## src/rtl/fetch_stage_if.sv

```systemverilog
// Instruction-memory request/response bundle between the fetch stage (master)
// and a variable-latency instruction memory (slave).
interface fetch_stage_if #(
    parameter int WORD_LEN = 32
);
    logic                req;
    logic [WORD_LEN-1:0] addr;
    logic                ready;
    logic [WORD_LEN-1:0] data;

    modport master (output req, addr, input ready, data);
    modport slave  (input req, addr, output ready, data);
endinterface

```

## src/rtl/fetch_stage.sv

```systemverilog
// MIPS IF stage: PC register, variable-latency instruction fetch, IF/ID register,
// and branch redirect with squash of any wrong-path fetch (no delay slot).
module fetch_stage #(
    parameter int                  WORD_LEN = 32,
    parameter logic [WORD_LEN-1:0] RESET_PC = '0,
    parameter int unsigned         PC_STEP  = 4
) (
    input  logic                clk,
    input  logic                rst,
    input  logic                freeze,
    input  logic                brTaken,
    input  logic [WORD_LEN-1:0] brTarget,
    fetch_stage_if.master       imem,
    output logic [WORD_LEN-1:0] pc,
    output logic [WORD_LEN-1:0] ifIdPC,
    output logic [WORD_LEN-1:0] ifIdInstr,
    output logic                ifIdValid
);
    localparam logic [WORD_LEN-1:0] STEP = WORD_LEN'(PC_STEP);

    typedef enum logic [1:0] {FETCH, HOLD, DISCARD} state_t;

    state_t              state_reg;
    logic [WORD_LEN-1:0] pc_reg;
    logic [WORD_LEN-1:0] if_id_pc_reg;
    logic [WORD_LEN-1:0] if_id_instr_reg;
    logic                if_id_valid_reg;
    logic [WORD_LEN-1:0] buf_pc_reg;
    logic [WORD_LEN-1:0] buf_instr_reg;
    logic [WORD_LEN-1:0] saved_target_reg;

    logic                take;
    logic [WORD_LEN-1:0] pc_next;

    // A branch only counts when it belongs to a real instruction that ID is consuming.
    always_comb begin
        take    = brTaken & if_id_valid_reg & ~freeze;
        pc_next = pc_reg + STEP;
    end

    always_ff @(posedge clk) begin
        if (rst) begin
            state_reg        <= FETCH;
            pc_reg           <= RESET_PC;
            if_id_pc_reg     <= '0;
            if_id_instr_reg  <= '0;
            if_id_valid_reg  <= 1'b0;
            buf_pc_reg       <= '0;
            buf_instr_reg    <= '0;
            saved_target_reg <= '0;
        end else begin
            unique case (state_reg)
                FETCH: begin
                    if (take && imem.ready) begin
                        pc_reg          <= brTarget;
                        if_id_valid_reg <= 1'b0;
                    end else if (take) begin
                        // Request address must stay put, so park the target until it completes.
                        saved_target_reg <= brTarget;
                        if_id_valid_reg  <= 1'b0;
                        state_reg        <= DISCARD;
                    end else if (imem.ready && !freeze) begin
                        if_id_pc_reg    <= pc_next;
                        if_id_instr_reg <= imem.data;
                        if_id_valid_reg <= 1'b1;
                        pc_reg          <= pc_next;
                    end else if (imem.ready) begin
                        buf_pc_reg    <= pc_next;
                        buf_instr_reg <= imem.data;
                        pc_reg        <= pc_next;
                        state_reg     <= HOLD;
                    end else if (!freeze) begin
                        if_id_valid_reg <= 1'b0;
                    end
                end
                HOLD: begin
                    if (!freeze) begin
                        if (take) begin
                            pc_reg          <= brTarget;
                            if_id_valid_reg <= 1'b0;
                        end else begin
                            if_id_pc_reg    <= buf_pc_reg;
                            if_id_instr_reg <= buf_instr_reg;
                            if_id_valid_reg <= 1'b1;
                        end
                        state_reg <= FETCH;
                    end
                end
                DISCARD: begin
                    if (imem.ready) begin
                        pc_reg    <= saved_target_reg;
                        state_reg <= FETCH;
                    end
                end
                default: state_reg <= FETCH;
            endcase
        end
    end

    assign imem.req  = (state_reg != HOLD);
    assign imem.addr = pc_reg;
    assign pc        = pc_reg;
    assign ifIdPC    = if_id_pc_reg;
    assign ifIdInstr = if_id_instr_reg;
    assign ifIdValid = if_id_valid_reg;
endmodule

```

## src/flat_wrapper.sv

```systemverilog
// flat-port wrapper written by rule: the top's interface ports become plain ports
module fetch_stage_flat 
#(
    parameter int                  WORD_LEN = 32,
    parameter logic [WORD_LEN-1:0] RESET_PC = '0,
    parameter int unsigned         PC_STEP  = 4
)
  (clk, rst, freeze, brTaken, brTarget, pc, ifIdPC, ifIdInstr, ifIdValid, imem_req, imem_addr, imem_ready, imem_data);
  fetch_stage_if #(.WORD_LEN(WORD_LEN)) imem_i ();
  input  logic clk;
  input  logic rst;
  input  logic freeze;
  input  logic brTaken;
  input  logic [WORD_LEN-1:0] brTarget;
  output logic [WORD_LEN-1:0] pc;
  output logic [WORD_LEN-1:0] ifIdPC;
  output logic [WORD_LEN-1:0] ifIdInstr;
  output logic ifIdValid;
  output wire logic [$bits(imem_i.req)-1:0] imem_req;
  output wire logic [$bits(imem_i.addr)-1:0] imem_addr;
  input wire logic [$bits(imem_i.ready)-1:0] imem_ready;
  input wire logic [$bits(imem_i.data)-1:0] imem_data;
  assign imem_req = imem_i.req;
  assign imem_addr = imem_i.addr;
  assign imem_i.ready = imem_ready;
  assign imem_i.data = imem_data;
  fetch_stage #(.WORD_LEN(WORD_LEN), .RESET_PC(RESET_PC), .PC_STEP(PC_STEP)) u_core (.clk(clk), .rst(rst), .freeze(freeze), .brTaken(brTaken), .brTarget(brTarget), .imem(imem_i), .pc(pc), .ifIdPC(ifIdPC), .ifIdInstr(ifIdInstr), .ifIdValid(ifIdValid));
endmodule
```

## config.mk

```make
export PLATFORM = sky130hd
export DESIGN_NAME = fetch_stage_flat
export DESIGN_NICKNAME = d
export VERILOG_FILES = /design/src/rtl/fetch_stage_if.sv /design/src/rtl/fetch_stage.sv /design/src/flat_wrapper.sv
export SDC_FILE = /design/constraint.sdc
export NUM_CORES = 1
export LEC_CHECK = 0
export CORE_ASPECT_RATIO = 1.25
export CORE_MARGIN = 4
export CORE_UTILIZATION = 49
export DETAILED_ROUTE_END_ITERATION = 7
export MAX_ROUTING_LAYER = met4
export PLACE_DENSITY = 0.73
export SYNTH_ARGS = -nofsm -noshare
export SYNTH_HDL_FRONTEND = slang
export SYNTH_SLANG_ARGS = --single-unit
```

## constraint.sdc

```tcl
create_clock -name clk -period 2.65 [get_ports clk]
set_input_delay 0.265 -clock clk [delete_from_list [all_inputs] [get_ports clk]]
set_output_delay 0.265 -clock clk [all_outputs]
set_load 0.05 [all_outputs]
```

==> results.json <==
{
  "cts_num_sinks": 195,
  "clk_latency_ns": 0.44,
  "grt_max_degree": 138,
  "diodes": 0,
  "avgSynthCellArea_um2": 8.04,
  "yosysWarnings": 0,
  "synth_cell_types": 66,
  "min_path_type": "input pin to flop",
  "htree_levels": 4,
  "ctsHoldBuffers": 0,
  "clock.fmax_mhz": 414,
  "layout_commonest_cell": "clkdlybuf4s50_1",
  "r2r-end": "u_core.imem.addr[31]",
  "clkTransAtPathRegs_ns": 0.08,
  "final-hold-violation-count": 0,
  "netlist_instances": 1152,
  "synth-edff-count": 0,
  "cts_root_buf": "clkbuf_16",
  "ios": 199,
  "die_x_um": 131,
  "yosysSeqAreaShare": 0.422,
  "drt_iter0_drc": 648,
  "antenna_found_initial": 0,
  "synth_fp_nets": 1226,
  "worstSetupPathType": "flop to output pin",
  "ff2ff_path_depth": 7,
  "num_rows": 55,
  "coreArea_um2": 18300,
  "cp.required_ns": 2.38,
  "wl_per_cell_um": 17.8,
  "wirelength_um": 27100,
  "period_needed_ns": 2.41,
  "regToRegSetupSlack_ns": 0.25,
  "min_period_over_period": 0.911,
  "tritoncts": "built",
  "grt_use_total": 0.261,
  "vias_per_cell": 5.74,
  "worstPathMaxFanout": 31,
  "ant_nets": 0,
  "place_congestion": 0.960,
  "grt_pass1_vias": 8252,
  "powerDensity_nw_per_um2": 681,
  "dp_hpwl_um": 18800,
  "peakVddDrop_mv": 0.464,
  "ys_ff_latch": 195,
  "pre_cts_ws_ns": 0.307,
  "setup_viol": 0,
  "drc": 0,
  "syn_to_final_growth_pct": 29.0,
  "maxSlewHeadroom": 0.547,
  "nets": 1358,
  "drv_cap": 0,
  "final.setup.tns_ns": 0,
  "drive_gt1_frac": 0.0786,
  "skew_ns": 0.0134,
  "p_leak_nw": 4.01,
  "min_to": "u_core.buf_instr_reg[16]",
  "first_pass_iters": 5,
  "portBuffers": 198,
  "initial_utilization": 0.506,
  "max_slew.worst_pin.slew_ns": 0.673,
  "rsz0062_at_grt": "false",
  "dieHeight_um": 162,
  "finalPower_mw": 8.13,
  "worst_slack_ns": 0.236,
  "grt_pass1_wl_um": 43600,
  "grt_overflow": 0,
  "slew_viol_final": 0,
  "ys_async_sr_fraction": 0,
  "min_path_cells": 2,
  "via_count": 8761,
  "r2r-start": "u_core.state_reg[0]",
  "synthFlopType": "dfxtp_1",
  "arrival_ns": 2.15,
  "min_from": "rst",
  "layout_common_cells": "clkdlybuf4s50_1, dfxtp_1, nand2_1",
  "postCtsSetupRepairBufs": 0,
  "worst_setup_path_end_kind": "output pin",
  "die_area_um2": 21200,
  "cts_buffers": 17,
  "clockBufferDepth": 2,
  "start_kind": "flop",
  "outcome": "complete, no violations",
  "synth_area_um2": 9260
}
[routing by layer]
layer	GRT usage	up-vias	routed length [µm]
met1	0.348	4045	12100
met3	0.0428	46	1510
met2	0.402	295	12900
li1	-	4375	-
met5	-	-	0
met4	0.0879	0	624
[through the flow]
stage | util | instances | area [µm²] | hold WS [ns]
final | 0.652 | 1525 | 11900 | 0.252
after global routing | 0.652 | 1525 | 11900 | 0.252
after CTS | 0.652 | 1525 | 11900 | 0.238
after detailed placement | 0.620 | 1493 | 11400 | 0.444
after global placement | 0.620 | 1493 | 11400 | 0.436
after floorplan | - | 1152 | 9260 | 0.401
[synth_stat cells (all sizes together) (19+ instances only)]
library cell / instances / area share
a211oi: 49 / 0.040
clkbuf: 75 / 0.031
nand2: 191 / 0.077
nor2: 90 / 0.036
nand3: 31 / 0.017
mux2i: 35 / 0.038
o21ai: 46 / 0.025
dfxtp: 195 / 0.42
nor4: 19 / 0.015
a21oi: 119 / 0.064
buf: 61 / 0.042
nor3: 40 / 0.022
[worst max-delay path, cell delays in order (launching register included)]
cell	delay, ns
dfxtp_1	0.33
inv_1	0.13
ha_4	0.28
buf_6	0.29
clkinv_1	0.22
buf_4	0.25
buf_4	0.20
[how the worst max path moves through the flow]
| stage | slack (ns) | from | endpoint |
|---|---|---|---|
| after CTS | 0.09 | u_core.state_reg[1] | imem_req |
| after detailed placement | 0.31 | freeze | u_core.imem.addr[20] |
| after global routing | 0.05 | u_core.state_reg[0] | u_core.imem.addr[19] |
| final | 0.24 | u_core.state_reg[1] | imem_req |
| after global placement | 0.35 | brTaken | u_core.imem.addr[3] |
| after floorplan | 0.29 | u_core.imem.addr[11] | u_core.ifIdPC[29] |
[cell type report]
type	instances	area, µm²
well taps	228	285
fillers	1613	6360
clock inverters	14	144
inverters	15	56.3
multi-input cells	806	4660
repair buffers	249	2450
flip-flops and latches	195	3900
clock buffers	18	439
[cell families after synthesis]
logic type / synth area share
simple gates: 0.206
compound gates: 0.235
flops: 0.422
buf+inv: 0.0785
mux: 0.0378
xor+xnor: 0.0142
fa+ha+maj: 0.00676
[timing repair]
item,in CTS,in global routing
resized for setup,0,1
endpoints found under the hold margin,0,0
endpoints found under the setup margin,0,1
[power breakdown]
group | switching [mW] | internal [mW] | total [mW]
sequential | 0.189 | 3.13 | 3.32
clock | 1.26 | 1.28 | 2.54
combinational | 1.45 | 0.819 | 2.27
Note: power is estimated with default switching activity, not from simulation.
